--- config.mk ---
export PLATFORM = sky130hd
export DESIGN_NAME = hazard_ctrl_flat
export DESIGN_NICKNAME = d
export VERILOG_FILES = /design/src/rtl/hazard_pkg.sv /design/src/rtl/hazard_ctrl_if.sv /design/src/rtl/hazard_fwd_sel.sv /design/src/rtl/hazard_ctrl.sv /design/src/flat_wrapper.sv
export SDC_FILE = /design/constraint.sdc
export NUM_CORES = 1
export LEC_CHECK = 0
export CAP_MARGIN = 20
export CELL_PAD_IN_SITES_DETAIL_PLACEMENT = 1
export CELL_PAD_IN_SITES_GLOBAL_PLACEMENT = 1
export CORE_UTILIZATION = 33
export DETAILED_ROUTE_END_ITERATION = 10
export PLACE_DENSITY_LB_ADDON = 0.05
export SLEW_MARGIN = 25
export SYNTH_ARGS = -nofsm -noshare
export SYNTH_HDL_FRONTEND = slang
export SYNTH_HIERARCHICAL = 1
export SYNTH_SLANG_ARGS = --single-unit
--- constraint.sdc ---
create_clock -name clk -period 2.6 [get_ports clk]
set_input_delay 0.78 -clock clk [delete_from_list [all_inputs] [get_ports clk]]
set_output_delay 0.78 -clock clk [all_outputs]
set_load 0.005 [all_outputs]
--- src/rtl/hazard_pkg.sv ---
// Shared definitions for the pipeline hazard controller: forward-select codes
// and the load-use stall FSM encoding.
package hazard_pkg;

  localparam logic [1:0] FWD_RF  = 2'b00;
  localparam logic [1:0] FWD_WB  = 2'b01;
  localparam logic [1:0] FWD_MEM = 2'b10;

  // Wide enough for the largest legal bubble count (7).
  localparam int unsigned STALL_CNT_W = 3;

  typedef enum logic {
    StIdle,
    StLuStall
  } hz_state_e;

endpackage

--- src/rtl/hazard_ctrl_if.sv ---
// Pipeline-to-hazard-controller signal bundle. The pipeline drives the
// register indices and status bits; the controller returns the selects and stalls.
interface hazard_ctrl_if #(
  parameter int unsigned AW    = 5,
  parameter int unsigned CNT_W = 32
);
  logic [AW-1:0]    rs1D, rs2D, rs1E, rs2E, rdE, rdM, rdW;
  logic             memreadE, regwriteM, regwriteW, pcsrcE, dmem_busy, clr_cnt;
  logic [1:0]       forwardAE, forwardBE;
  logic             stallF, stallD, freeze, flushD, flushE;
  logic [CNT_W-1:0] stall_cnt, flush_cnt;

  modport master (
    output rs1D, rs2D, rs1E, rs2E, rdE, rdM, rdW,
    output memreadE, regwriteM, regwriteW, pcsrcE, dmem_busy, clr_cnt,
    input  forwardAE, forwardBE, stallF, stallD, freeze, flushD, flushE,
    input  stall_cnt, flush_cnt
  );

  modport slave (
    input  rs1D, rs2D, rs1E, rs2E, rdE, rdM, rdW,
    input  memreadE, regwriteM, regwriteW, pcsrcE, dmem_busy, clr_cnt,
    output forwardAE, forwardBE, stallF, stallD, freeze, flushD, flushE,
    output stall_cnt, flush_cnt
  );
endinterface

--- src/rtl/hazard_fwd_sel.sv ---
// Operand forwarding select for one EX source register; MEM beats WB and
// register 0 is never forwarded.
module hazard_fwd_sel #(
  parameter int unsigned AW = 5
) (
  input  logic [AW-1:0] rsE,
  input  logic [AW-1:0] rdM,
  input  logic [AW-1:0] rdW,
  input  logic          regwriteM,
  input  logic          regwriteW,
  output logic [1:0]    sel
);
  import hazard_pkg::*;

  always_comb begin
    sel = FWD_RF;
    if (regwriteW && (rdW != '0) && (rdW == rsE)) sel = FWD_WB;
    if (regwriteM && (rdM != '0) && (rdM == rsE)) sel = FWD_MEM;
  end

endmodule

--- src/rtl/hazard_ctrl.sv ---
// Hazard controller: EX forwarding, load-use bubble insertion, branch squash,
// dmem freeze and saturating stall/flush event counters.
module hazard_ctrl #(
  parameter int unsigned AW         = 5,
  parameter int unsigned LOAD_STALL = 1,
  parameter int unsigned CNT_W      = 32
) (
  input logic          clk,
  input logic          rst,
  hazard_ctrl_if.slave bus
);
  import hazard_pkg::*;

  hz_state_e              r_state, w_state_nxt;
  logic [STALL_CNT_W-1:0] r_cnt, w_cnt_nxt;
  logic [CNT_W-1:0]       r_stall_cnt, r_flush_cnt;
  logic [1:0]             w_fwd_a, w_fwd_b;
  logic                   w_luh, w_stall_ev, w_flush_ev;
  logic                   w_stall, w_freeze, w_flush_d, w_flush_e;

  hazard_fwd_sel #(.AW(AW)) u_fwd_a (
    .rsE       (bus.rs1E),
    .rdM       (bus.rdM),
    .rdW       (bus.rdW),
    .regwriteM (bus.regwriteM),
    .regwriteW (bus.regwriteW),
    .sel       (w_fwd_a)
  );

  hazard_fwd_sel #(.AW(AW)) u_fwd_b (
    .rsE       (bus.rs2E),
    .rdM       (bus.rdM),
    .rdW       (bus.rdW),
    .regwriteM (bus.regwriteM),
    .regwriteW (bus.regwriteW),
    .sel       (w_fwd_b)
  );

  assign w_luh = bus.memreadE && (bus.rdE != '0) &&
                 ((bus.rdE == bus.rs1D) || (bus.rdE == bus.rs2D));

  always_comb begin
    w_state_nxt = r_state;
    w_cnt_nxt   = r_cnt;
    w_stall     = 1'b0;
    w_freeze    = 1'b0;
    w_flush_d   = 1'b0;
    w_flush_e   = 1'b0;
    w_stall_ev  = 1'b0;
    w_flush_ev  = 1'b0;
    if (bus.dmem_busy) begin
      // Everything holds, including the bubble countdown.
      w_freeze = 1'b1;
      w_stall  = 1'b1;
    end else if (bus.pcsrcE) begin
      w_flush_d   = 1'b1;
      w_flush_e   = 1'b1;
      w_flush_ev  = 1'b1;
      w_state_nxt = StIdle;
      w_cnt_nxt   = '0;
    end else if (r_state == StLuStall) begin
      w_stall    = 1'b1;
      w_flush_e  = 1'b1;
      w_stall_ev = 1'b1;
      w_cnt_nxt  = r_cnt - 1'b1;
      if (r_cnt == STALL_CNT_W'(1)) w_state_nxt = StIdle;
    end else if (w_luh) begin
      w_stall    = 1'b1;
      w_flush_e  = 1'b1;
      w_stall_ev = 1'b1;
      if (LOAD_STALL > 1) begin
        w_state_nxt = StLuStall;
        w_cnt_nxt   = STALL_CNT_W'(LOAD_STALL - 1);
      end
    end
  end

  always_ff @(posedge clk or negedge rst) begin
    if (!rst) begin
      r_state     <= StIdle;
      r_cnt       <= '0;
      r_stall_cnt <= '0;
      r_flush_cnt <= '0;
    end else begin
      r_state <= w_state_nxt;
      r_cnt   <= w_cnt_nxt;
      if (bus.clr_cnt) begin
        r_stall_cnt <= '0;
        r_flush_cnt <= '0;
      end else begin
        if (w_stall_ev && (r_stall_cnt != '1)) r_stall_cnt <= r_stall_cnt + CNT_W'(1);
        if (w_flush_ev && (r_flush_cnt != '1)) r_flush_cnt <= r_flush_cnt + CNT_W'(1);
      end
    end
  end

  // Combinational outputs are masked so reset reads all-zero regardless of inputs.
  always_comb begin
    bus.forwardAE = rst ? w_fwd_a : FWD_RF;
    bus.forwardBE = rst ? w_fwd_b : FWD_RF;
    bus.stallF    = rst & w_stall;
    bus.stallD    = rst & w_stall;
    bus.freeze    = rst & w_freeze;
    bus.flushD    = rst & w_flush_d;
    bus.flushE    = rst & w_flush_e;
    bus.stall_cnt = r_stall_cnt;
    bus.flush_cnt = r_flush_cnt;
  end

endmodule

--- src/flat_wrapper.sv ---
// flat-port wrapper written by rule: the top's interface ports become plain ports
module hazard_ctrl_flat import hazard_pkg::*;
#(
  parameter int unsigned AW         = 5,
  parameter int unsigned LOAD_STALL = 1,
  parameter int unsigned CNT_W      = 32
)
  (clk, rst, bus_rs1D, bus_rs2D, bus_rs1E, bus_rs2E, bus_rdE, bus_rdM, bus_rdW, bus_memreadE, bus_regwriteM, bus_regwriteW, bus_pcsrcE, bus_dmem_busy, bus_clr_cnt, bus_forwardAE, bus_forwardBE, bus_stallF, bus_stallD, bus_freeze, bus_flushD, bus_flushE, bus_stall_cnt, bus_flush_cnt);
  hazard_ctrl_if #(.AW(AW), .CNT_W(CNT_W)) bus_i ();
  input logic clk;
  input logic rst;
  input wire logic [$bits(bus_i.rs1D)-1:0] bus_rs1D;
  input wire logic [$bits(bus_i.rs2D)-1:0] bus_rs2D;
  input wire logic [$bits(bus_i.rs1E)-1:0] bus_rs1E;
  input wire logic [$bits(bus_i.rs2E)-1:0] bus_rs2E;
  input wire logic [$bits(bus_i.rdE)-1:0] bus_rdE;
  input wire logic [$bits(bus_i.rdM)-1:0] bus_rdM;
  input wire logic [$bits(bus_i.rdW)-1:0] bus_rdW;
  input wire logic [$bits(bus_i.memreadE)-1:0] bus_memreadE;
  input wire logic [$bits(bus_i.regwriteM)-1:0] bus_regwriteM;
  input wire logic [$bits(bus_i.regwriteW)-1:0] bus_regwriteW;
  input wire logic [$bits(bus_i.pcsrcE)-1:0] bus_pcsrcE;
  input wire logic [$bits(bus_i.dmem_busy)-1:0] bus_dmem_busy;
  input wire logic [$bits(bus_i.clr_cnt)-1:0] bus_clr_cnt;
  output wire logic [$bits(bus_i.forwardAE)-1:0] bus_forwardAE;
  output wire logic [$bits(bus_i.forwardBE)-1:0] bus_forwardBE;
  output wire logic [$bits(bus_i.stallF)-1:0] bus_stallF;
  output wire logic [$bits(bus_i.stallD)-1:0] bus_stallD;
  output wire logic [$bits(bus_i.freeze)-1:0] bus_freeze;
  output wire logic [$bits(bus_i.flushD)-1:0] bus_flushD;
  output wire logic [$bits(bus_i.flushE)-1:0] bus_flushE;
  output wire logic [$bits(bus_i.stall_cnt)-1:0] bus_stall_cnt;
  output wire logic [$bits(bus_i.flush_cnt)-1:0] bus_flush_cnt;
  assign bus_i.rs1D = bus_rs1D;
  assign bus_i.rs2D = bus_rs2D;
  assign bus_i.rs1E = bus_rs1E;
  assign bus_i.rs2E = bus_rs2E;
  assign bus_i.rdE = bus_rdE;
  assign bus_i.rdM = bus_rdM;
  assign bus_i.rdW = bus_rdW;
  assign bus_i.memreadE = bus_memreadE;
  assign bus_i.regwriteM = bus_regwriteM;
  assign bus_i.regwriteW = bus_regwriteW;
  assign bus_i.pcsrcE = bus_pcsrcE;
  assign bus_i.dmem_busy = bus_dmem_busy;
  assign bus_i.clr_cnt = bus_clr_cnt;
  assign bus_forwardAE = bus_i.forwardAE;
  assign bus_forwardBE = bus_i.forwardBE;
  assign bus_stallF = bus_i.stallF;
  assign bus_stallD = bus_i.stallD;
  assign bus_freeze = bus_i.freeze;
  assign bus_flushD = bus_i.flushD;
  assign bus_flushE = bus_i.flushE;
  assign bus_stall_cnt = bus_i.stall_cnt;
  assign bus_flush_cnt = bus_i.flush_cnt;
  hazard_ctrl #(.AW(AW), .LOAD_STALL(LOAD_STALL), .CNT_W(CNT_W)) u_core (.clk(clk), .rst(rst), .bus(bus_i));
endmodule
Word level (Yosys, flattened, before mapping)
Index checks and enable logic that the tools add are counted.
- input bits: 43
- bits in registers: 68
- logic and storage cells: 64
- mux-type cells: 25
- eq/ne operators: 9
- reductions and logical operators: 18
- add/sub/neg operators: 3
- bitwise operators: 5
- operators with widths (operator ; number):
    $mux W32 ; 4
    $add A32 B1 Y32 const B ; 2
    $ne A32 B32 Y1 const B ; 2
    $eq A5 B5 Y1 ; 6
    $mux W1 ; 15
    $reduce_bool A5 Y1 ; 3
    $logic_and A1 B1 Y1 ; 10
    $mux W2 ; 4
    $mux W3 ; 2
    $reduce_bool A2 Y1 ; 3
    $and A1 B1 Y1 ; 4
    $eq A3 B1 Y1 const B ; 1
    $sub A3 B1 Y3 const B ; 1
    $reduce_and A2 Y1 ; 1
    $logic_or A1 B1 Y1 ; 1
    $not A1 Y1 ; 1

Depth between registers and ports, before layout
Gate-level depths: netlist of run 1.
- depth after elaboration: 10
- mapped depth: 8
- depth with buffers taken out: 6

Cells and area by module
The synthesis of run 1 kept the hierarchy.
- by module, submodules not included (module ; sequential area each (um^2) ; area each (um^2) ; cells each ; times used):
    hazard_ctrl ; 1701.6 ; 4020.1 ; 430 ; 1
    hazard_fwd_sel ; 0.0 ; 151.4 ; 20 ; 2

Worst setup path after synthesis of run 1
Ideal clock, no wire load.
- path type: input to output
- start point: in bus_rdE[1]
- end point: out bus_stallF
- path buffers: 1
- cell stages on the path: 6
- data arrival time: 1879 ps
- path slack: -59 ps
- path through: or4_1 o21ai_1 nor2_1 o21bai_1 a21boi_0 buf_4
- word-level cells in the longest chain between the ends: 8
- elaborated cells on any way between the ends: 11
- classes of those cells: eq/ne: 2; mux: 4; bitwise: 1; reduce/logical: 4
- ends and longest elaborated chain (element ; line ; source):
    start: declaration ; flat_wrapper.sv:16 ; input wire logic [$bits(bus_i.rdE)-1:0] bus_rdE;
    $eq A5 B5 Y1 / $reduce_bool A5 Y1 (equally long branches) ; hazard_ctrl.sv:40, hazard_ctrl.sv:39 ;
    $logic_or A1 B1 Y1 / $logic_and A1 B1 Y1 (equally long branches) ; hazard_ctrl.sv:40, hazard_ctrl.sv:39 ;
    $logic_and A1 B1 Y1 (*) ; hazard_ctrl.sv:39 ; assign w_luh = bus.memreadE && (bus.rdE != '0) &&
    $mux W1 (*) ; hazard_ctrl.sv:67 ; end else if (w_luh) begin
    $mux W1 (*) ; hazard_ctrl.sv:61 ; end else if (r_state == StLuStall) begin
    $mux W1 (*) ; hazard_ctrl.sv:55 ; end else if (bus.pcsrcE) begin
    $mux W1 (*) ; hazard_ctrl.sv:51 ; if (bus.dmem_busy) begin
    $and A1 B1 Y1 (*) ; - ;
    end: declaration ; flat_wrapper.sv:27 ; output wire logic [$bits(bus_i.stallF)-1:0] bus_stallF;
Mark *: on every way between the ends. The rest lies on a longest branch, timed or not.

Worst setup path in the final report of run 1
- start point: in bus_rdE[3]
- end point: out bus_flushE
- word-level cells in the longest chain between the ends: 8
- elaborated cells on any way between the ends: 11
- classes of those cells: eq/ne: 2; mux: 4; bitwise: 1; reduce/logical: 4
- ends and longest elaborated chain (element ; line ; source):
    $eq A5 B5 Y1 / $reduce_bool A5 Y1 (equally long branches) ; hazard_ctrl.sv:40, hazard_ctrl.sv:39 ;
    $logic_or A1 B1 Y1 / $logic_and A1 B1 Y1 (equally long branches) ; hazard_ctrl.sv:40, hazard_ctrl.sv:39 ;
    $logic_and A1 B1 Y1 (*) ; hazard_ctrl.sv:39 ;
    $mux W1 (*) ; hazard_ctrl.sv:67 ;
    $mux W1 (*) ; hazard_ctrl.sv:61 ;
    $mux W1 (*) ; hazard_ctrl.sv:55 ;
    $mux W1 (*) ; hazard_ctrl.sv:51 ;
    $and A1 B1 Y1 (*) ; hazard_ctrl.sv:105 ; bus.flushE = rst & w_flush_e;
    end: declaration ; flat_wrapper.sv:31 ; output wire logic [$bits(bus_i.flushE)-1:0] bus_flushE;
Marked as above.

==> results of run 1 <==
cells in the mapped netlist, types with 4 or more instances:
cell / count
and3_1: 9
a21oi_1: 35
and4_1: 8
nand3_1: 31
o21ai_0: 24
nor2b_1: 5
inv_1: 6
or3_1: 28
buf_2: 6
o21ai_1: 4
clkbuf_1: 9
xnor2_1: 23
nand2_1: 26
dfrtp_1: 68
nor4_1: 7
nor3_1: 14
nand4_1: 24
ha_1: 4
and2_1: 6
nor2_1: 42
xor2_1: 31
or4_1: 6
nor3_2: 4
what timing repair did:
| action | CTS | global route |
|---|---|---|
| endpoints found under the setup margin | 38 | 12 |
| pin swaps | 37 | 14 |
| buffers inserted | 6 | 0 |
| gates resized for setup | 157 | 18 |
area by class of cell:
class                           count  area (um^2)  area share (%)
Clock buffer                       10        239.0           3.805
Clock inverter                      6        111.4           1.773
Inverter                            7        26.28          0.4183
Multi-Input combinational cell    376         2601           41.41
Sequential cell                    68         1702           27.09
Tap cell                          172        215.2           3.426
Timing Repair Buffer              157         1386           22.07
power groups by stage:
| stage | logic, mW | registers (mW) | clock network [mW] |
|---|---|---|---|
| floorplan | 0.109 | 1.09 | 0 |
| global placement | 0.272 | 1.10 | 0 |
| detailed placement | 0.279 | 1.10 | 0 |
| CTS | 0.278 | 1.08 | 1.48 |
| global route | 0.313 | 1.08 | 1.53 |
| finish | 0.283 | 1.08 | 1.44 |
routing by layer:
layer	global-route usage (%)	vias to the layer above	share of wire, %
met5	0	-	0
met4	6.581	0	2.3
met3	5.189	21	3.6
met2	38.82	71	52
met1	24.59	2072	43
li1	-	2019	-
worst paths after layout:
path | to | slack, ns | cells past startpoint
min reg2reg | u_core/bus.flush_cnt[4] | 0.57 | 2
max reg2reg | u_core/bus.stall_cnt[26] | 0.35 | 6
max in group asynchronous | u_core/bus.flush_cnt[12] | 1.22 | 2
max | bus_flushE | -0.31 | 7
min | u_core/r_cnt[2] | 0.29 | 1
min in group clk | u_core/bus.flush_cnt[4] | 0.57 | 2
flip-flops by register name, summed over array words and instances (netlist names):
signal and cells:
u_core/bus.flush_cnt 32, u_core/bus.stall_cnt 32, u_core/r_cnt 3, u_core/r_state 1
stage by stage:
stage               area [um^2]  power (mW)  hold slack, ns  worst slack (ns)  utilization, %
floorplan                  4323       1.203          0.4844          -0.02184               -
global placement           5872       1.367          0.5440           -0.9116           46.34
detailed placement         5872       1.375          0.5555           -0.9257           46.34
CTS                        6254       2.834          0.2687           -0.3418           49.35
global route               6281       2.916          0.2739           -0.3587           49.57
finish                     6281       2.797          0.2874           -0.3135           49.57
cells in the final DEF, fill, tap and decap left out, types with 6 or more instances in the layout:
master / count
nand4_1: 24
and3_1: 9
dlygate4sd2_1: 8
inv_1: 6
nor2_1: 39
a21oi_1: 35
xor2_1: 31
nor3_1: 11
buf_2: 19
nand2_1: 26
o21ai_0: 24
or3_1: 28
nand3_1: 30
dfrtp_1: 68
and4_1: 8
buf_4: 41
clkdlybuf4s50_1: 68
nor3_2: 7
xnor2_1: 17
clkbuf_16: 9
logic make-up (layout without fill, tap and decap cells):
| logic type | after synthesis | after routing | share of synthesized area, % |
|---|---|---|---|
| xor+xnor | 54 | 54 | 10.94 |
| simple gates | 227 | 227 | 31.52 |
| fa+ha+maj | 4 | 4 | 1.158 |
| buf+inv | 26 | 180 | 3.039 |
| flops | 68 | 68 | 39.36 |
| mux | 6 | 6 | 1.621 |
| compound gates | 85 | 85 | 12.36 |
==> out/results.ini, run 1 <==
[finish]
antenna_cells=0
fillerInstances=1502
drive_gt1_share_pct=22.44
fin_cells=796
area_delta_synth_final_pct=45.30
nNetsFinal=666

[synthesis]
syn_area_per_cell_um2=9.198
syn_nets=517
netlist_instances=470
synth_top_cells_by_area=dfrtp_1, xor2_1, xnor2_1
synthArstFlopShare_pct=100.0
syn-cell-area_um2=4323
synth_largest_area_cell=dfrtp_1
ys_types=57
yosysWarnings=6
synth_top_flop_cell=dfrtp_1
yosysSeqAreaShare_pct=39.36
synth-seq-cells=68
synth-edff-count=0
netlist.area_leader.share_pct=39.36

[worst_setup_path]
cp_cell_sequence=buf_8 -> or4_4 -> o21ai_2 -> nor2_2 -> buf_4 -> o311a_1 -> buf_2
arrival_ns=2.13
criticalPathCategory=in2out
endpoint_kind=primary output
start_kind=input port
cp_top_family=simple AND/OR/NAND/NOR gates
required_ns=1.82
r2r_start=u_core/bus.stall_cnt[19]
crit_start=bus_rdE[3]
slowest_delay_ns=0.52
crit_buf_inv=3
crit_slowest_cell=or4_4
crit_path_max_fanout=3

[sta]
finalHoldViolations=0
timing.fmax_mhz=343.2
layout_setup_ws_ns=-0.3135
rsz0062_at_grt=yes
clock_skew_ns=0.01069
setup_viol=5
min_period_ns=2.913
layout_worst_path_cycle_share_pct=112.1
timing.setup.tns_ns=-0.8017
slew_viol_final=0
worst_pin_slew_ns=0.8582
max-slew-margin-rel_pct=42.78

[outcome]
outcome=finished with violations
violations=negative setup slack

[placed_design]
routabilityCongestion=0.7959
place_inst=774
post-dp-hpwl_um=9771
place.port_buffers=115

[floorplan]
dieWidth_um=116.5
dieHeight_um=116.5
ioPinCount=116
rows=41
die_area_um2=13560
core_um2=12670
start_util_pct=34.12

[power]
vdd.ir_drop.worst_mv=0.3916
internal_power_mw=2.165
power_frac_seq_pct=38.5
combPwrFrac_pct=10.1
power_density_nw_per_um2=445.3
power_leakage_nw=2.520
sw_frac_of_total_pct=22.60
clkPwrFrac_pct=51.4
netSwitchingPower_mw=0.6321

[detailed_routing]
drt_pre_antenna_iters=4
drc=0
routed_wirelength_um=13440
drt-wirelength-per-cell_um=16.88
viasPerCell=5.255
vias=4183
drtIter0Drc=124
detail-route-antenna-nets=0

[clock_tree]
htreeDepth=3
tritoncts=yes
cts_root_buf=clkbuf_16
clk_latency_ns=0.34
clkSinkCount=68
numCtsBuffers=9
clk_pin_slew_ns=0.05
cts-hold-fix-buffers=0
clk_path_buf_depth=2

[global_routing]
grt_overflow_total=0
grt_first_pass_wirelength_um=22190
grt_max_degree=65
grt.total_usage_pct=21.36
antenna_found_initial=0
first_global_vias=4469

[run]
cap_violations=0

[worst_hold_path]
hp-class=in2async

No activity file was read; power rests on OpenSTA's default activity.
==> inputs of run 2 (changes only) <==
--- a/config.mk
+++ b/config.mk
@@ -6,11 +6,12 @@
 export NUM_CORES = 1
 export LEC_CHECK = 0
 export CAP_MARGIN = 20
-export CELL_PAD_IN_SITES_DETAIL_PLACEMENT = 1
-export CELL_PAD_IN_SITES_GLOBAL_PLACEMENT = 1
-export CORE_UTILIZATION = 33
+export CELL_PAD_IN_SITES_DETAIL_PLACEMENT = 2
+export CELL_PAD_IN_SITES_GLOBAL_PLACEMENT = 2
+export CORE_UTILIZATION = 26
 export DETAILED_ROUTE_END_ITERATION = 10
 export PLACE_DENSITY_LB_ADDON = 0.05
+export REMOVE_ABC_BUFFERS = 1
 export SLEW_MARGIN = 25
 export SYNTH_ARGS = -nofsm -noshare
 export SYNTH_HDL_FRONTEND = slang
==> run 2 against run 1 <==
  * The flow still finishes with violations (negative setup slack)
  * Combinational power is 10% higher
  * Worst hold slack better by 0.29 ns
  * Sequential power hardly changed
  * Utilization is 9.3 points lower
  * Clock-buffer cell count is 3 higher
  * Critical endpoint unchanged
==> out/results.ini, run 2 (synthesis gave the netlist of run 1 again) <==
[run]
cap_violations=0  ; unchanged

[finish]
area_delta_synth_final_pct=49.49
final_common_cell=dfrtp_1
nNetsFinal=672  ; +0.90%
drive_gt1_share_pct=24.76  ; +2.3 points
antenna_cells=0  ; unchanged
fillerInstances=1704  ; +13%
mostFrequentLayoutCells=dfrtp_1, clkdlybuf4s50_1, buf_4

[sta]
timing.setup.tns_ns=-0.8092  ; -0.007531 ns
min_period_ns=2.839  ; -0.07462 ns
slew_viol_final=0  ; unchanged
layout_setup_ws_ns=-0.2388  ; +0.07462 ns
layout_worst_path_cycle_share_pct=109.2  ; -2.9 points
finalHoldViolations=0  ; unchanged
fin_hold_ws_ns=0.5763  ; +0.2888 ns
rsz0062_at_grt=yes
setup_viol=5  ; unchanged
clock_skew_ns=0.005743  ; -0.004946 ns
timing.fmax_mhz=352.3  ; +2.6%
max-slew-margin-rel_pct=62.82  ; +20 points
worst_pin_slew_ns=0.5530  ; -0.3052 ns

[clock_tree]
clk_pin_slew_ns=0.06  ; about the same
clk_path_buf_depth=2  ; unchanged
numCtsBuffers=9  ; unchanged
tritoncts=yes
clkSinkCount=68  ; unchanged
htreeDepth=3  ; unchanged
cts-hold-fix-buffers=0  ; unchanged
clk_latency_ns=0.34  ; about the same
cts_root_buf=clkbuf_16

[worst_setup_path]
required_ns=1.82  ; about the same
slowest_delay_ns=0.54  ; +0.02 ns
endpoint_kind=primary output
cp_cell_sequence=buf_8 -> or4_4 -> o21ai_4 -> nor2_2 -> o311a_1 -> buf_2
crit_buf_inv=2  ; -1
crit_path_max_fanout=2  ; -1
cp_top_family=simple AND/OR/NAND/NOR gates
start_kind=input port
crit_slowest_cell=or4_4
arrival_ns=2.06  ; -0.07 ns
criticalPathCategory=in2out

[global_routing]
grt_max_degree=42  ; -35%
grt.total_usage_pct=18.97  ; -2.4 points
grt-busiest-layer=met2
use_met3_pct=3.420  ; -1.8 points
grt_overflow_total=0  ; unchanged
met1_usage_pct=22.32  ; -2.3 points
met2_usage_pct=35.08  ; -3.7 points
antenna_found_initial=0  ; unchanged
grt_first_pass_wirelength_um=25240  ; +14%
first_global_vias=4871  ; +9.0%

[power]
power_frac_seq_pct=38.5  ; about the same
netSwitchingPower_mw=0.6635  ; +5.0%
vdd.ir_drop.worst_mv=0.3022  ; -23%
clkPwrFrac_pct=50.3  ; -1.1 points
internal_power_mw=2.133  ; -1.5%
power_density_nw_per_um2=432.8  ; -2.8%
sw_frac_of_total_pct=23.72  ; +1.1 points
power_leakage_nw=2.590  ; +2.8%
combPwrFrac_pct=11.2  ; +1.1 points

[detailed_routing]
viasPerCell=5.086  ; -3.2%
detail-route-antenna-nets=0  ; unchanged
routed_wirelength_um=15300  ; +14%
drc=0  ; unchanged
drt-wirelength-per-cell_um=18.09  ; +7.2%
vias=4303  ; +2.9%
drt_pre_antenna_iters=4  ; unchanged
drtIter0Drc=76  ; -39%

[floorplan]
ioPinCount=116  ; unchanged
rows=46  ; +12%
dieHeight_um=130.9  ; +12%
core_um2=16060  ; +27%
start_util_pct=26.92  ; -7.2 points
dieWidth_um=130.9  ; +12%
die_area_um2=17150  ; +26%

[placed_design]
post-dp-hpwl_um=11160  ; +14%
place.port_buffers=115  ; unchanged
routabilityCongestion=0.7770  ; -2.4%

[outcome]
outcome=finished with violations
violations=negative setup slack

[worst_hold_path]
hp-class=in2async

run 2: cell count changes in the layout (fill, tap and decap cells not counted), sizes merged, moves of 2 or more:
cell / change
buf: +5
clkbuf: +8
clkdlybuf4s15: -3
clkinv: -2
run 2: layout make-up:
class / count / area, um^2 / area share [%]
Clock inverter: 3 / 67.56 / 1.045
Multi-Input combinational cell: 376 / 2698 / 41.74
Sequential cell: 68 / 1702 / 26.33
Tap cell: 216 / 270.3 / 4.182
Timing Repair Buffer: 163 / 1429 / 22.11
Inverter: 7 / 26.28 / 0.4066
Clock buffer: 13 / 270.3 / 4.182
run 2: power groups by stage:
stage	combinational (mW)	sequential, mW	clock (mW)
after floorplan	0.0911	1.09	0
after global placement	0.277	1.10	0
after detailed placement	0.291	1.10	0
after CTS	0.310	1.08	1.45
after global routing	0.343	1.08	1.49
final	0.312	1.08	1.41
run 2: routing by layer:
layer	vias to the layer above	part of all wire, %
met4	0	1.1
met3	14	3.3
met2	80	53
met5	-	0
li1	2033	-
met1	2176	42
run 2: worst paths after layout:
path                                                from                       end  slack (ns)  depth (start not counted)
worst max-delay path                          bus_rdE[2]                bus_flushE       -0.24                          6
min in group clk                 u_core/bus.flush_cnt[4]   u_core/bus.flush_cnt[4]        0.58                          2
worst min register to register   u_core/bus.flush_cnt[4]   u_core/bus.flush_cnt[4]        0.58                          2
max in group asynchronous                            rst   u_core/bus.stall_cnt[4]        1.47                          3
worst min-delay path                                 rst  u_core/bus.flush_cnt[26]        0.58                          2
worst max register to register  u_core/bus.stall_cnt[19]  u_core/bus.stall_cnt[30]        0.31                          6
run 2: repair_timing:
| item | 4_1_cts | 5_1_grt |
|---|---|---|
| setup endpoints to repair | 40 | 28 |
| gates cloned | 0 | 0 |
| setup buffers | 5 | 0 |
| resized for setup | 175 | 29 |
| pin swaps | 39 | 18 |
run 2: per-stage QoR:
stage          worst slack (ns)  area, um^2  power [mW]  util [%]  instances
6_report                -0.2388        6462       2.797     40.24        846
3_3_place_gp            -0.9242        5967       1.372     37.16        825
4_1_cts                 -0.2799        6429       2.841     40.03        846
3_5_place_dp             -1.146        5967       1.387     37.16        825
5_1_grt                 -0.2727        6462       2.910     40.24        846
2_1_floorplan           -0.1318        4218       1.186         -        451
